$ cat config.mk
export PLATFORM = sky130hd
export DESIGN_NAME = dbx_enc_arb
export DESIGN_NICKNAME = d
export VERILOG_FILES = /design/src/rtl/ebpc_pkg.sv /design/src/rtl/dbx_enc_arb_rr_pick.sv /design/src/rtl/dbx_enc_arb.sv
export SDC_FILE = /design/constraint.sdc
export NUM_CORES = 1
export LEC_CHECK = 0
export ABC_AREA = 0
export CORE_MARGIN = 10
export CORE_UTILIZATION = 41
export DETAILED_ROUTE_END_ITERATION = 10
export PLACE_DENSITY_LB_ADDON = 0.15
export SLEW_MARGIN = 20
export SYNTH_ARGS = -nofsm -noshare
export SYNTH_HDL_FRONTEND = slang
export SYNTH_SLANG_ARGS = --single-unit
$ cat constraint.sdc
create_clock -name clk_i -period 2.75 [get_ports clk_i]
set_input_delay 0.4125 -clock clk_i [delete_from_list [all_inputs] [get_ports clk_i]]
set_output_delay 0.4125 -clock clk_i [all_outputs]
set_load 0.005 [all_outputs]
$ cat src/rtl/ebpc_pkg.sv
// Shared encoder-side constants for the DBX/DBP block encoder and the
// blocks that feed it.
package ebpc_pkg;

  localparam int BLOCK_SIZE = 8;
  localparam int DATA_W     = 8;
  localparam int N_REQ_MAX  = 16;

  typedef logic [$clog2(N_REQ_MAX)-1:0] req_id_t;

endpackage

$ cat src/rtl/dbx_enc_arb_rr_pick.sv
// Combinational round-robin picker: returns the first set request at or
// after ptr (wrapping), plus a found flag.
module rr_pick #(
  parameter int N   = 2,
  parameter int IDW = $clog2(N)
) (
  input  logic [N-1:0]   req,
  input  logic [IDW-1:0] ptr,
  output logic [IDW-1:0] id,
  output logic           found
);

  logic [IDW-1:0] idx;

  always_comb begin
    id    = '0;
    found = 1'b0;
    idx   = '0;
    // Scan from the farthest slot back to ptr so the nearest request wins.
    for (int i = N - 1; i >= 0; i--) begin
      idx = IDW'((int'(ptr) + i) % N);
      if (req[idx]) begin
        id    = idx;
        found = 1'b1;
      end
    end
  end

endmodule

$ cat src/rtl/dbx_enc_arb.sv
// Block-granular round-robin arbiter in front of the DBX/DBP encoder: a grant
// lasts one full encoder block, short tails are zero-padded, then flushed.
module dbx_enc_arb
  import ebpc_pkg::*;
#(
  parameter int N_REQ = 2
) (
  input  logic                     clk_i,
  input  logic                     rst_ni,
  input  logic signed [DATA_W-1:0] data_i [N_REQ],
  input  logic [N_REQ-1:0]         vld_i,
  input  logic [N_REQ-1:0]         last_i,
  output logic [N_REQ-1:0]         rdy_o,
  output logic signed [DATA_W-1:0] data_o,
  output logic                     vld_o,
  input  logic                     rdy_i,
  output logic                     flush_o,
  input  logic                     enc_idle_i,
  output logic [$clog2(N_REQ)-1:0] gnt_id_o,
  output logic                     busy_o
);

  localparam int IDW   = $clog2(N_REQ);
  localparam int CNT_W = $clog2(BLOCK_SIZE);
  localparam logic [CNT_W-1:0] CNT_LAST = CNT_W'(BLOCK_SIZE - 1);

  typedef enum logic [1:0] {IDLE, STREAM, PAD, FLUSH} state_e;

  state_e           state_q, state_d;
  logic [IDW-1:0]   gnt_q, gnt_d;
  logic [IDW-1:0]   ptr_q, ptr_d;
  logic [CNT_W-1:0] cnt_q, cnt_d;
  logic [IDW-1:0]   gnt_nxt;
  logic [N_REQ-1:0] pick_req;
  logic [IDW-1:0]   pick_ptr;
  logic [IDW-1:0]   pick_id;
  logic             pick_found;

  assign gnt_nxt = IDW'((int'(gnt_q) + 1) % N_REQ);

  // At a block boundary the current owner's in-flight word must not win the
  // re-pick, so it is masked out and the scan starts just past it.
  assign pick_req = (state_q == IDLE) ? vld_i : (vld_i & ~(N_REQ'(1) << gnt_q));
  assign pick_ptr = (state_q == IDLE) ? ptr_q : gnt_nxt;

  rr_pick #(
    .N   (N_REQ),
    .IDW (IDW)
  ) u_pick (
    .req   (pick_req),
    .ptr   (pick_ptr),
    .id    (pick_id),
    .found (pick_found)
  );

  always_ff @(posedge clk_i or negedge rst_ni) begin
    if (!rst_ni) begin
      state_q <= IDLE;
      gnt_q   <= '0;
      ptr_q   <= '0;
      cnt_q   <= '0;
    end else begin
      state_q <= state_d;
      gnt_q   <= gnt_d;
      ptr_q   <= ptr_d;
      cnt_q   <= cnt_d;
    end
  end

  always_comb begin
    state_d = state_q;
    gnt_d   = gnt_q;
    ptr_d   = ptr_q;
    cnt_d   = cnt_q;
    rdy_o   = '0;
    data_o  = '0;
    vld_o   = 1'b0;
    flush_o = 1'b0;
    case (state_q)
      IDLE: begin
        if (pick_found) begin
          gnt_d   = pick_id;
          cnt_d   = '0;
          state_d = STREAM;
        end
      end
      STREAM: begin
        data_o       = data_i[gnt_q];
        vld_o        = vld_i[gnt_q];
        rdy_o[gnt_q] = rdy_i;
        if (vld_i[gnt_q] && rdy_i) begin
          if (cnt_q == CNT_LAST) begin
            cnt_d = '0;
            ptr_d = gnt_nxt;
            if (last_i[gnt_q]) begin
              state_d = FLUSH;
            end else if (pick_found) begin
              gnt_d = pick_id;
            end else begin
              state_d = IDLE;
            end
          end else begin
            cnt_d = cnt_q + 1'b1;
            if (last_i[gnt_q]) begin
              ptr_d   = gnt_nxt;
              state_d = PAD;
            end
          end
        end
      end
      PAD: begin
        vld_o = 1'b1;
        if (rdy_i) begin
          if (cnt_q == CNT_LAST) begin
            cnt_d   = '0;
            state_d = FLUSH;
          end else begin
            cnt_d = cnt_q + 1'b1;
          end
        end
      end
      FLUSH: begin
        if (enc_idle_i) begin
          flush_o = 1'b1;
          state_d = IDLE;
        end
      end
      default: state_d = IDLE;
    endcase
  end

  assign gnt_id_o = gnt_q;
  assign busy_o   = (state_q != IDLE);

endmodule

==> reports/metrics.yaml, run 1 <==
status: "complete, no violations"
synthCells: 81
synth-edff-count: 0
final.setup.tns_ps: 0
synth_top_area_share_pct: 25.2
die_h_um: 61.2
maxCapViolCount: 0
clockBufferDepth: 2
rows: 14
synth_area_um2: 696
dp_slack_ps: 441
grt_setup_unrepaired: "false"
antenna_found_initial: 0
power_density_nw_per_um2: 941
viasPerCell: 5.39
synthDominantAreaCellType: "dfrtp_1"
grt_pass1_wl_mm: 3.33
grt_use_total_pct: 11.6
slew_violations: 0
synth_seq_cells: 7
grt_pass1_vias: 720
hold_violations: 0
cts_tree: "done"
portBuffers: 37
leakagePower_nw: 0.493
die_w_um: 61.2
crit_top_cell: "inv_1"
start_util_pct: 44.6
cts_max_level: 1
root_buffer: "clkbuf_4"
place_hpwl_mm: 1.92
drtAntennaViolNets: 0
yosys_warnings: 0
syn_to_final_growth_pct: 58.8
critPathRequiredTime_ps: 2340
path_cells: "inv_1 > ha_1 > inv_1 > nor2_1 > o21a_1 > clkdlybuf4s50_1"
post-cts-setup-buffer-count: 0
worstPathArrival_ps: 2030
synth_common_cells: "nor2_1 (15), mux2i_1 (10), dfrtp_1 (7), ha_1 (7), inv_1 (7)"
tightest_slew_ps: 418
rrSetupSlack_ps: 690
clk_transition_reported_paths_ps: 50
ioPinCount: 38
cp-start-kind: "flip-flop"
grt_max_degree: 13
synthFlopType: "dfrtp_1"
cpMaxStageDelayCell: "clkdlybuf4s50_1"
cts_resized: 0
clock_latency_ps: 250
synthesis.nets: 112
cts_buffers: 3
yosysUniqueCellTypes: 30
drive_above_1_share_pct: 6.67
endpoint_kind: "primary output"
regToRegStartpoint: "cnt_q[0]"
dieArea_um2: 3740
worstSetupPathType: "reg -> out"
drtPass1Iterations: 4
layout.nets: 152
place.gp.congestion: 0.911
period_needed_ps: 2440
critPathMaxFanout: 12
fmax_mhz: 410
ir_drop_mv: 0.619
synth.most_common_cell: "nor2_1"
wl_per_cell_um: 16.3
core_um2: 1560
hp-class: "in -> async"
synth_seq_area_share_pct: 25.2
diodes: 0
clock-sinks: 7
setup_viol: 0
postCtsHoldBufs: 0
cp_slowest_stage_delay_ps: 440
maxSlewHeadroom_pct: 71.4
setup_slack_ps: 311
synthArstFlopShare_pct: 100
synth_area_leaders: "dfrtp_1 (25%), mux2i_1 (14%), ha_1 (13%), nor2_1 (8.1%), inv_1 (3.8%)"
drc: 0
wirelength_mm: 2.21
r2r_cells: 7
fin_crit_sh_pct: 88.7
skew_ps: 1.21
vias: 733
synth.avg_cell_area_um2: 8.59
crit_path_end: "vld_o"
overflow: 0
drtIter0Drc: 2
## how the worst min path moves through the flow
stage	slack [ps]	start	endpoint	cells after the start
floorplan	120	rst_ni	async pin	0
global placement	490	cnt_q[2]	cnt_q[2]	2
detailed placement	500	ptr_q	ptr_q	1
CTS	420	rst_ni	cnt_q[0]	1
global route	430	rst_ni	ptr_q	1
finish	420	rst_ni	cnt_q[0]	1
## layer usage
metal	vias to the layer above	global-route usage [%]	wire length, um
met1	352	12.5	836
met4	0	1.95	6
li1	368	-	-
met2	11	22.0	1280
met3	2	3.50	89
met5	-	0	0
## worst max-delay path, delay by kind of cell, from the launching register on
| kind | cells | cell delay, ps |
|---|---|---|
| and+or+nand+nor | 1 | 90 |
| buffers and inverters | 3 | 860 |
| DFF | 1 | 410 |
| adders and majority gates | 1 | 240 |
| AOI/OAI and AO/OA | 1 | 170 |
## cells by family after synthesis
group           Yosys count  synth area share [%]
simple gates             25                  16.2
compound gates           19                  20.9
mux                      13                  19.2
buf+inv                  10                  5.94
fa+ha+maj                 7                  12.6
flops                     7                  25.2
## cell usage in the layout (no fill, tap or decap), types with 2 or more instances in the layout
cell type        instances
nand3_1                  2
nand2_1                  2
a21oi_1                  2
ha_1                     7
o21ai_0                  4
nor2_1                  15
a221o_1                  2
mux2_2                   2
inv_1                    7
clkbuf_4                 3
clkdlybuf4s50_1         37
mux2i_1                 10
nor3_1                   2
dfrtp_1                  7
## layout make-up
cell class,instances,area [um^2]
clock buffers,4,26.3
fillers,113,454
inverters,7,26.3
multi-input cells,64,479
flip-flops and latches,7,175
well taps,16,20.0
repair buffers,38,378
## stage by stage
stage | instance area, um^2 | util, % | cells | hold slack, ps | total power [mW]
after floorplan | 696 | - | 81 | 117 | 0.648
after global placement | 1080 | 69.2 | 132 | 492 | 0.928
after detailed placement | 1080 | 69.2 | 132 | 499 | 0.951
after CTS | 1100 | 70.9 | 136 | 421 | 1.05
after global routing | 1100 | 70.9 | 136 | 432 | 1.12
final | 1100 | 70.9 | 136 | 420 | 1.04
## where the power goes
| group | internal (mW) | switching, mW |
|---|---|---|
| sequential | 0.153 | 0.0489 |
| clock | 0.0553 | 0.0360 |
| combinational | 0.400 | 0.346 |
(Power assumes the default switching activity.)
==> run 2: changes to the inputs <==
--- a/config.mk
+++ b/config.mk
@@ -9,7 +9,7 @@
 export CORE_MARGIN = 10
 export CORE_UTILIZATION = 41
 export DETAILED_ROUTE_END_ITERATION = 10
-export PLACE_DENSITY_LB_ADDON = 0.15
+export PLACE_DENSITY = 0.8
 export SLEW_MARGIN = 20
 export SYNTH_ARGS = -nofsm -noshare
 export SYNTH_HDL_FRONTEND = slang
==> reports/metrics.yaml, run 2 (synthesis results as in run 1) <==
final_cells: 136
place_inst: 132
layout.nets: 152
critPathMaxFanout: 12
p_sw_share_pct: 42.0
drtPass1Iterations: 4
die_h_um: 61.2
clk_transition_reported_paths_ps: 50
ir_drop_mv: 0.584
fmax_mhz: 408
fin_crit_sh_pct: 89.2
die_w_um: 61.2
place_hpwl_mm: 1.93
cp-start-kind: "flip-flop"
rrSetupSlack_ps: 700
worstPathArrival_ps: 2040
hold_violations: 0
core_um2: 1560
total_power_mw: 1.05
grt_use_total_pct: 12.8
cts_buffers: 3
grt_pass1_wl_mm: 3.70
drtIter0Drc: 14
diodes: 0
p_switching_mw: 0.440
postLayoutCellArea_um2: 1100
portBuffers: 37
power_density_nw_per_um2: 950
p_int_mw: 0.609
drive_above_1_share_pct: 6.67
grt_setup_unrepaired: "false"
drc: 0
rows: 14
maxSlewHeadroom_pct: 69.4
drtAntennaViolNets: 0
cts_resized: 0
critPathRequiredTime_ps: 2340
final.setup.tns_ps: 0
setup_viol: 0
status: "complete, no violations"
wl_per_cell_um: 17.1
start_util_pct: 44.6
grt_max_degree: 13
dieArea_um2: 3740
root_buffer: "clkbuf_4"
clock-sinks: 7
clockBufferDepth: 2
worstSetupPathType: "reg -> out"
overflow: 0
skew_ps: 1.68
leakagePower_nw: 0.493
clkPwrFrac_pct: 9.0
ioPinCount: 38
grt_pass1_vias: 727
cts_max_level: 1
period_needed_ps: 2450
cts_tree: "done"
postCtsHoldBufs: 0
comb_power_share_pct: 72.1
clock_latency_ps: 250
final_cell_mix: "clkdlybuf4s50_1 (37), nor2_1 (15), mux2i_1 (10)"
tightest_slew_ps: 447
place.gp.congestion: 0.830
placed_area_um2: 1080
viasPerCell: 5.46
wirelength_mm: 2.32
maxCapViolCount: 0
layout_commonest_cell: "clkdlybuf4s50_1"
endpoint_kind: "primary output"
antenna_found_initial: 0
power_frac_seq_pct: 18.9
vias: 742
hp-class: "in -> async"
syn_to_final_growth_pct: 58.8
post-cts-setup-buffer-count: 0
slew_violations: 0
## run 2: cell counts in the layout (fill, tap and decap cells not counted)
Identical to the previous run, type by type.
## run 2: power groups by stage
stage	Sequential, mW	Combinational, mW	Clock, mW
floorplan	0.183	0.465	0
global placement	0.196	0.730	0
detailed placement	0.199	0.754	0
CTS	0.198	0.760	0.0961
global route	0.207	0.833	0.103
finish	0.198	0.757	0.0948
## run 2: path summary, 6_finish.rpt
kind	startpoint	end	depth (start not counted)
setup / recovery	flip-flop	vld_o	6
hold / removal	rst_ni	cnt_q[1]	1
setup reg to reg	cnt_q[0]	flip-flop	7
hold reg to reg	ptr_q	ptr_q	1
max in group asynchronous	rst_ni	cnt_q[2]	1
min in group clk_i	ptr_q	ptr_q	1
## run 2: layer usage
| metal | vias to the layer above | share of wire (%) | track usage [%] |
|---|---|---|---|
| met2 | 18 | 53 | 21.2 |
| met4 | 0 | 0.60 | 3.91 |
| met1 | 349 | 41 | 16.1 |
| met5 | - | 0 | 0 |
| li1 | 373 | - | - |
| met3 | 2 | 5.2 | 2.88 |
## run 2: metrics by stage
stage | util (%) | hold WS (ps) | setup slack, ps
after global placement | 69.2 | 493 | 422
after global routing | 70.9 | 419 | 96.3
after floorplan | - | 117 | 905
after CTS | 70.9 | 425 | 279
final | 70.9 | 420 | 296
after detailed placement | 69.2 | 498 | 379
## run 2: critical path: stages, from the launching register on
cell and delay (ps):
dfrtp_1 410, inv_1 100, ha_1 240, inv_1 300, nor2_1 100, o21a_1 190
clkdlybuf4s50_1 450
## run 2: cell type report
cell class | instances | area (um^2)
fill | 118 | 454
clock buffer | 4 | 26.3
tap | 16 | 20.0
timing repair buffer | 38 | 378
inverter | 7 | 26.3
sequential | 7 | 175
multi-input combinational | 64 | 479
==> run 3: changes to the inputs <==
--- a/config.mk
+++ b/config.mk
@@ -7,9 +7,9 @@
 export LEC_CHECK = 0
 export ABC_AREA = 0
 export CORE_MARGIN = 10
-export CORE_UTILIZATION = 41
+export CORE_UTILIZATION = 38
 export DETAILED_ROUTE_END_ITERATION = 10
-export PLACE_DENSITY = 0.8
+export PLACE_DENSITY = 0.75
 export SLEW_MARGIN = 20
 export SYNTH_ARGS = -nofsm -noshare
 export SYNTH_HDL_FRONTEND = slang
==> constraint.sdc (replaced) <==
create_clock -name clk_i -period 2.5 [get_ports clk_i]
set_input_delay 0.375 -clock clk_i [delete_from_list [all_inputs] [get_ports clk_i]]
set_output_delay 0.375 -clock clk_i [all_outputs]
set_load 0.005 [all_outputs]
==> reports/metrics.yaml, run 3 (synthesis results as in run 1) <==
overflow: 0
grt_setup_unrepaired: "false"
hold_violations: 0
drtPass1Iterations: 4
drtAntennaViolNets: 0
clk_transition_reported_paths_ps: 50
crit_start: "vld_i[1]"
met2_length_mm: 1.27
diodes: 0
rows: 15
critPathRequiredTime_ps: 2120
place.gp.congestion: 0.872
final_cell_mix: "clkdlybuf4s50_1 (37), nor2_1 (15), mux2i_1 (10)"
postLayoutCellArea_um2: 1140
dieArea_um2: 3940
grt_max_degree: 13
grt_pass1_wl_mm: 3.63
die_w_um: 62.8
final_core_util_pct: 65.9
cp-start-kind: "input pin"
multiInputGateArea_um2: 482
portBuffers: 37
drive_above_1_share_pct: 9.84
power_density_nw_per_um2: 1040
ir_drop_mv: 0.686
wl_met3_um: 68
die_h_um: 62.8
maxCapViolCount: 0
drc: 0
rrSetupSlack_ps: 480
clock-sinks: 7
slew_violations: 0
wl_per_cell_um: 15.3
worstSetupPathType: "in -> out"
critPathMaxFanout: 6
cts_tree: "done"
regToRegStartpoint: "state_q[0]"
period_needed_ps: 2330
wirelength_mm: 2.24
core_um2: 1730
leakagePower_nw: 0.497
cts_buffers: 3
total_power_mw: 1.19
wl_met1_um: 904
clock_latency_ps: 240
clockBufferDepth: 2
seqCellArea_um2: 175
layout_commonest_cell: "clkdlybuf4s50_1"
endpoint_kind: "primary output"
placed_area_um2: 1090
skew_ps: 1.83
hp-class: "in -> async"
final.setup.tns_ps: 0
maxSlewHeadroom_pct: 69.2
tightest_slew_ps: 449
grt_use_total_pct: 11.0
cts_max_level: 1
highest_layer: "met3"
ioPinCount: 38
drtIter0Drc: 17
syn_to_final_growth_pct: 63.5
status: "complete, no violations"
num-fill-cells: 146
place_hpwl_mm: 1.85
viasPerCell: 5.04
postCtsHoldBufs: 0
fmax_mhz: 429
antenna_found_initial: 0
fin_crit_sh_pct: 93.3
grt_pass1_vias: 720
root_buffer: "clkbuf_4"
vias: 741
setup_viol: 0
layout.nets: 154
worstPathArrival_ps: 1960
start_util_pct: 40.3
-- run 3: cell count changes in the layout (fill, tap and decap cells not counted) --
cell	before	now
ha_2	0	1
buf_4	1	3
inv_1	7	6
clkinvlp_4	0	1
ha_1	7	6
-- run 3: per-layer routing --
| layer | GRT usage [%] | up-vias |
|---|---|---|
| met2 | 20.3 | 22 |
| met4 | 1.68 | 0 |
| met1 | 12.9 | 342 |
| met3 | 2.15 | 0 |
| li1 | - | 377 |
| met5 | 0 | - |
-- run 3: worst paths after layout --
check,depth (start not counted),to
min in group clk_i,1,ptr_q
max in group asynchronous,1,gnt_id_o
min reg2reg,1,ptr_q
max,5,vld_o
min,1,cnt_q[1]
max reg2reg,7,state_q[0]
-- run 3: final cells by class --
class	count	share of cell area, %
clock buffer	4	2.31
inverter	7	2.64
tap	25	2.75
sequential	7	15.4
multi-input combinational	64	42.4
timing repair buffer	40	34.5
-- run 3: timing repair --
item	4_1_cts	5_1_grt
setup endpoints to repair	0	1
hold endpoints to repair	0	0
buffers inserted	0	2
gates resized for setup	0	2
-- run 3: worst max-delay path, cell delays in order --
cell             delay, ps
clkdlybuf4s50_1        490
mux2i_1                360
nor2_1                 100
o21a_1                 190
clkdlybuf4s50_1        450
-- run 3: stage by stage --
| step | hold WS (ps) | instances | worst slack [ps] |
|---|---|---|---|
| after floorplan | 79.4 | 81 | 655 |
| after global placement | 492 | 141 | 247 |
| after detailed placement | 498 | 141 | 184 |
| after CTS | 386 | 145 | 34.3 |
| after global routing | 388 | 147 | 40.5 |
| final | 388 | 147 | 168 |
-- run 3: power by group --
group / internal (mW) / switching (mW)
clock: 0.0606 / 0.0362
combinational: 0.470 / 0.402
sequential: 0.168 / 0.0482
total: 0.699 / 0.487
